File: src/rtl/full_add_4_if.sv
// full_add_4_if -- operand/result bundle for the registered 4-bit adder.
// The master side drives the operands and carry-in and observes the
// registered sum and carry-out; the slave side is the adder itself.
// Signal names match the adder's documented port names (a, b, Cin, s, cout).
interface full_add_4_if;
    logic [3:0] a;
    logic [3:0] b;
    logic       Cin;
    logic [3:0] s;
    logic       cout;

    modport master (
        output a,
        output b,
        output Cin,
        input  s,
        input  cout
    );

    modport slave (
        input  a,
        input  b,
        input  Cin,
        output s,
        output cout
    );
endinterface

File: src/rtl/full_add_4.sv
// full_add_4 -- 4-bit unsigned adder with carry-in/carry-out, output registered.
// {cout, s} = a + b + Cin, captured on every rising clk (1-cycle latency).
// Reset rst_n is asynchronous and active-low and clears the output flops.
// Optional macro FULL_ADD_4_CLA_EN: when defined, the ripple carry chain is
// replaced by flat carry-lookahead logic. Results are identical either way;
// only the depth of the combinational path changes.
module full_add_4 (
    input  logic               clk,
    input  logic               rst_n,
    full_add_4_if.slave        bus
);

    logic [3:0] w_sum;
    logic       w_cout;

    logic [3:0] r_s;
    logic       r_cout;

`ifdef FULL_ADD_4_CLA_EN

    logic [3:0] w_g;
    logic [3:0] w_p;
    logic       w_c1;
    logic       w_c2;
    logic       w_c3;
    logic       w_c4;

    // Per-bit generate/propagate terms feeding the lookahead equations
    always_comb begin
        w_g = bus.a & bus.b;
        w_p = bus.a ^ bus.b;
    end

    // Each carry is a flat sum-of-products so no carry waits on another
    always_comb begin
        w_c1 = w_g[0]
             | (w_p[0] & bus.Cin);
        w_c2 = w_g[1]
             | (w_p[1] & w_g[0])
             | (w_p[1] & w_p[0] & bus.Cin);
        w_c3 = w_g[2]
             | (w_p[2] & w_g[1])
             | (w_p[2] & w_p[1] & w_g[0])
             | (w_p[2] & w_p[1] & w_p[0] & bus.Cin);
        w_c4 = w_g[3]
             | (w_p[3] & w_g[2])
             | (w_p[3] & w_p[2] & w_g[1])
             | (w_p[3] & w_p[2] & w_p[1] & w_g[0])
             | (w_p[3] & w_p[2] & w_p[1] & w_p[0] & bus.Cin);
    end

    // Sum bits are still propagate XOR incoming carry
    always_comb begin
        w_sum[0] = w_p[0] ^ bus.Cin;
        w_sum[1] = w_p[1] ^ w_c1;
        w_sum[2] = w_p[2] ^ w_c2;
        w_sum[3] = w_p[3] ^ w_c3;
        w_cout   = w_c4;
    end

`else

    // Ripple chain of four full-adder cells, FA0 (LSB) through FA3 (MSB);
    // the carry is walked through a local variable so each cell sees the
    // previous cell's carry-out
    always_comb begin
        logic v_carry;
        w_sum   = 4'h0;
        v_carry = bus.Cin;
        for (int i = 0; i < 4; i++) begin
            w_sum[i] = bus.a[i] ^ bus.b[i] ^ v_carry;
            v_carry  = (bus.a[i] & bus.b[i]) | (v_carry & (bus.a[i] ^ bus.b[i]));
        end
        w_cout = v_carry;
    end

`endif

    // Capture the 5-bit result every cycle; reset clears it without a clock
    always_ff @(posedge clk or negedge rst_n) begin
        if (!rst_n) begin
            r_s    <= 4'h0;
            r_cout <= 1'b0;
        end else begin
            r_s    <= w_sum;
            r_cout <= w_cout;
        end
    end

    assign bus.s    = r_s;
    assign bus.cout = r_cout;

endmodule

File: src/flat_wrapper.sv
// flat-port wrapper written by rule: the top's interface ports become plain ports
module full_add_4_flat 
  (clk, rst_n, bus_a, bus_b, bus_Cin, bus_s, bus_cout);
  full_add_4_if bus_i ();
  input  logic clk;
  input  logic rst_n;
  input wire logic [$bits(bus_i.a)-1:0] bus_a;
  input wire logic [$bits(bus_i.b)-1:0] bus_b;
  input wire logic [$bits(bus_i.Cin)-1:0] bus_Cin;
  output wire logic [$bits(bus_i.s)-1:0] bus_s;
  output wire logic [$bits(bus_i.cout)-1:0] bus_cout;
  assign bus_i.a = bus_a;
  assign bus_i.b = bus_b;
  assign bus_i.Cin = bus_Cin;
  assign bus_s = bus_i.s;
  assign bus_cout = bus_i.cout;
  full_add_4 u_core (.clk(clk), .rst_n(rst_n), .bus(bus_i));
endmodule
File: config.mk
export PLATFORM = sky130hd
export DESIGN_NAME = full_add_4_flat
export DESIGN_NICKNAME = d
export VERILOG_FILES = /design/src/rtl/full_add_4_if.sv /design/src/rtl/full_add_4.sv /design/src/flat_wrapper.sv
export SDC_FILE = /design/constraint.sdc
export NUM_CORES = 1
export LEC_CHECK = 0
export BUFFER_PORTS_ARGS = -buffer_cell sky130_fd_sc_hd__clkbuf_2
export CAP_MARGIN = 20
export CORE_AREA = 2 2 39 41
export DETAILED_ROUTE_END_ITERATION = 12
export DIE_AREA = 0 0 41 43
export HOLD_SLACK_MARGIN = 0.08
export PLACE_DENSITY_LB_ADDON = 0.08
export SETUP_SLACK_MARGIN = 0.3
export SLEW_MARGIN = 20
export SYNTH_ARGS = -nofsm -noshare
export SYNTH_HDL_FRONTEND = slang
export SYNTH_SLANG_ARGS = --single-unit
File: constraint.sdc
create_clock -name clk -period 0.8 [get_ports clk]
set_input_delay 0.16 -clock clk [delete_from_list [all_inputs] [get_ports clk]]
set_output_delay 0.16 -clock clk [all_outputs]
set_load 0.03 [all_outputs]
==> results.md <==
* Initial core utilization at 0.175
* Status: finished, violations left
* Clock power share at 0.298
* Setup bufs post-CTS at 0
* Crit-path slowest cell: fa_2
* Area of the multi-input gates at 90.1 µm²
* Critical-path maximum fanout at 1
* Gpl congestion at 0.559
* Initial antenna violation count at 0
* N_diodes at 0
* Sequential Area at 130 µm²
* DIE HEIGHT at 43 µm
* Wire per inst at 6.35 µm
* Syn Area/Cell at 12.8 µm²
* Post-layout utilization of the core at 0.322
* Area Overhead vs Synth at 83.5%
* Layout Nets at 55
* GRT overflow at 0
* GRT Total Usage at 0.0618
* Dominant cell type by area after synthesis: dfrtp_1
* Vias at 182
* PwrDens at 2060 nW/µm²
* First-pass GRT wire length at 593 µm
* Commonest non-fill, non-tap cell in the layout: clkbuf_2
* Core Area at 1380 µm²
* Inserted Clock Buffers at 3
* DP Worst Slack at -1070 ps
* Failing checks: negative setup slack
* Max-slew headroom at 0.919
* Fmax at 632 MHz
* CTS tree: yes
* Clk buf depth at 2
* CP Class: in -> reg
* Logic gate share of total power at 0.345
* DRT iter0 DRCs at 1
* Top Ports at 16
* Clock Pin Slew Worst Setup and Hold Paths at 40 ps
* Share of cells above drive strength 1 at 0.821
* Net Switching at 0.000265 W
* RSZ-0062 raised after global routing: true
* Tightest Pin Transition at 121 ps
* Setup crit start kind: primary input
* Critical Path Sink Type: register
* Switching portion of total power at 0.288
* Synth Instances at 19
* LEAKAGE at 0.227 nW
* Setup violators final at 9
* Distinct cells, synth at 3
* Yosys synthesis warning count at 0
* Vias/cell at 3.31
* Critical path, cell by cell: buf_6, fa_2, inv_2, fa_2, inv_2, fa_2, inv_2, fa_2, inv_2
* Final wirelength at 349 µm
* Post-synth top area share at 0.515
* Vias in the first global route at 183
* H-tree levels at 1
* Die width at 41 µm
* Sequential share of power at 0.357
* DRT Pass-1 Iters at 3
* Die area at 1760 µm²
* Most frequent cells in the layout: 9 x clkbuf_2, 6 x inv_2, 5 x buf_8
* Arr. time, crit path at 1760 ps
* Min Hold Slack at 220 ps
* # fillers at 148
* Hold WC Path Type: in -> reg
* Final worst slack at -783 ps
* Max Slew Vio Count at 0
* Top cells by area, synth: dfrtp_1 52%, fa_1 33%, inv_1 15%
* Fin crit share at 1.98
* Syn Std Cell Area at 243 µm²
* Tmin final at 1580 ps
* Max_cap viols at 0
* Flops & latches, synth at 5
* Endpoints failing hold at 0
* DRC at 0
* Mapped Nets at 34
* CP Data Required Time at 970 ps
* Maximum VDD drop at 0.459 mV
* Detail Route Antenna Nets at 0
* Sequential area share after synthesis at 0.515
* Clock sink count at 5
* CTS root buf: clkbuf_4
* Row cnt at 14
* I/O Buffers at 15
* Int Pwr at 0.000654 W
* Slowest stage delay, CP at 420 ps
* Largest net degree at the start of global routing at 6
[critical path, delay by kind of cell]
family	cells	cell delay (ps)
adders and majority gates	4	1290
buffers and inverters	5	300
[worst paths after layout]
check	startpoint	end	slack [ps]	cells after the start
worst max-delay path	bus_a[0]	u_core.bus.s[3]	-780	9
worst min-delay path	bus_a[0]	u_core.bus.s[0]	220	2
max in group asynchronous	rst_n	u_core.bus.cout	380	2
min in group asynchronous	rst_n	u_core.bus.s[1]	280	2
[cell families after synthesis]
logic type / count (synthesis) / share of synthesized area
buffers and inverters: 10 / 0.155
flip-flops: 5 / 0.515
adder cells (fa/ha/maj): 4 / 0.330
[synthesized netlist by cell type]
| cell type | count |
|---|---|
| dfrtp_1 | 5 |
| fa_1 | 4 |
| inv_1 | 10 |
[area by class of cell]
cell class	count	area share
Clock buffer	4	0.0590
Inverter	10	0.0843
Multi-Input combinational cell	4	0.202
Sequential cell	5	0.292
Tap cell	16	0.0449
Timing Repair Buffer	16	0.317
[power groups by stage]
stage / sequential (W) / combinational, W / clock (W)
floorplan: 0.000403 / 0.0000521 / 0
global placement: 0.000312 / 0.000222 / 0
detailed placement: 0.000315 / 0.000226 / 0
CTS: 0.000317 / 0.000292 / 0.000298
global route: 0.000329 / 0.000347 / 0.000305
finish: 0.000328 / 0.000317 / 0.000274
[registers in the layout, summed over array words and instances, names as in the netlist]
name and cells:
u_core.bus.cout 1, u_core.bus.s 4
[metal layers]
metal | track usage | vias up | routed length, µm
met1 | 0.0497 | 81 | 99
met4 | 0.140 | 0 | 19
met3 | 0 | 2 | 40
li1 | - | 87 | -
met5 | 0 | - | 0
met2 | 0.0781 | 12 | 190
[metrics by stage]
| step | setup TNS [ps] | cells | area, µm² | total power, W |
|---|---|---|---|---|
| floorplan | -2520 | 19 | 255 | 0.000455 |
| global placement | -3140 | 50 | 350 | 0.000534 |
| detailed placement | -3180 | 50 | 350 | 0.000540 |
| CTS | -2680 | 55 | 430 | 0.000907 |
| global route | -2810 | 55 | 445 | 0.000981 |
| finish | -2570 | 55 | 445 | 0.000918 |
[what timing repair did]
item                                    in CTS  in global routing
resized for setup                           10                 11
hold buffers                                 1                  0
endpoints found under the setup margin      10                 10
hold endpoints to repair                     5                  0
pin swaps                                    4                  0
No activity file was read; power rests on OpenSTA's default activity.
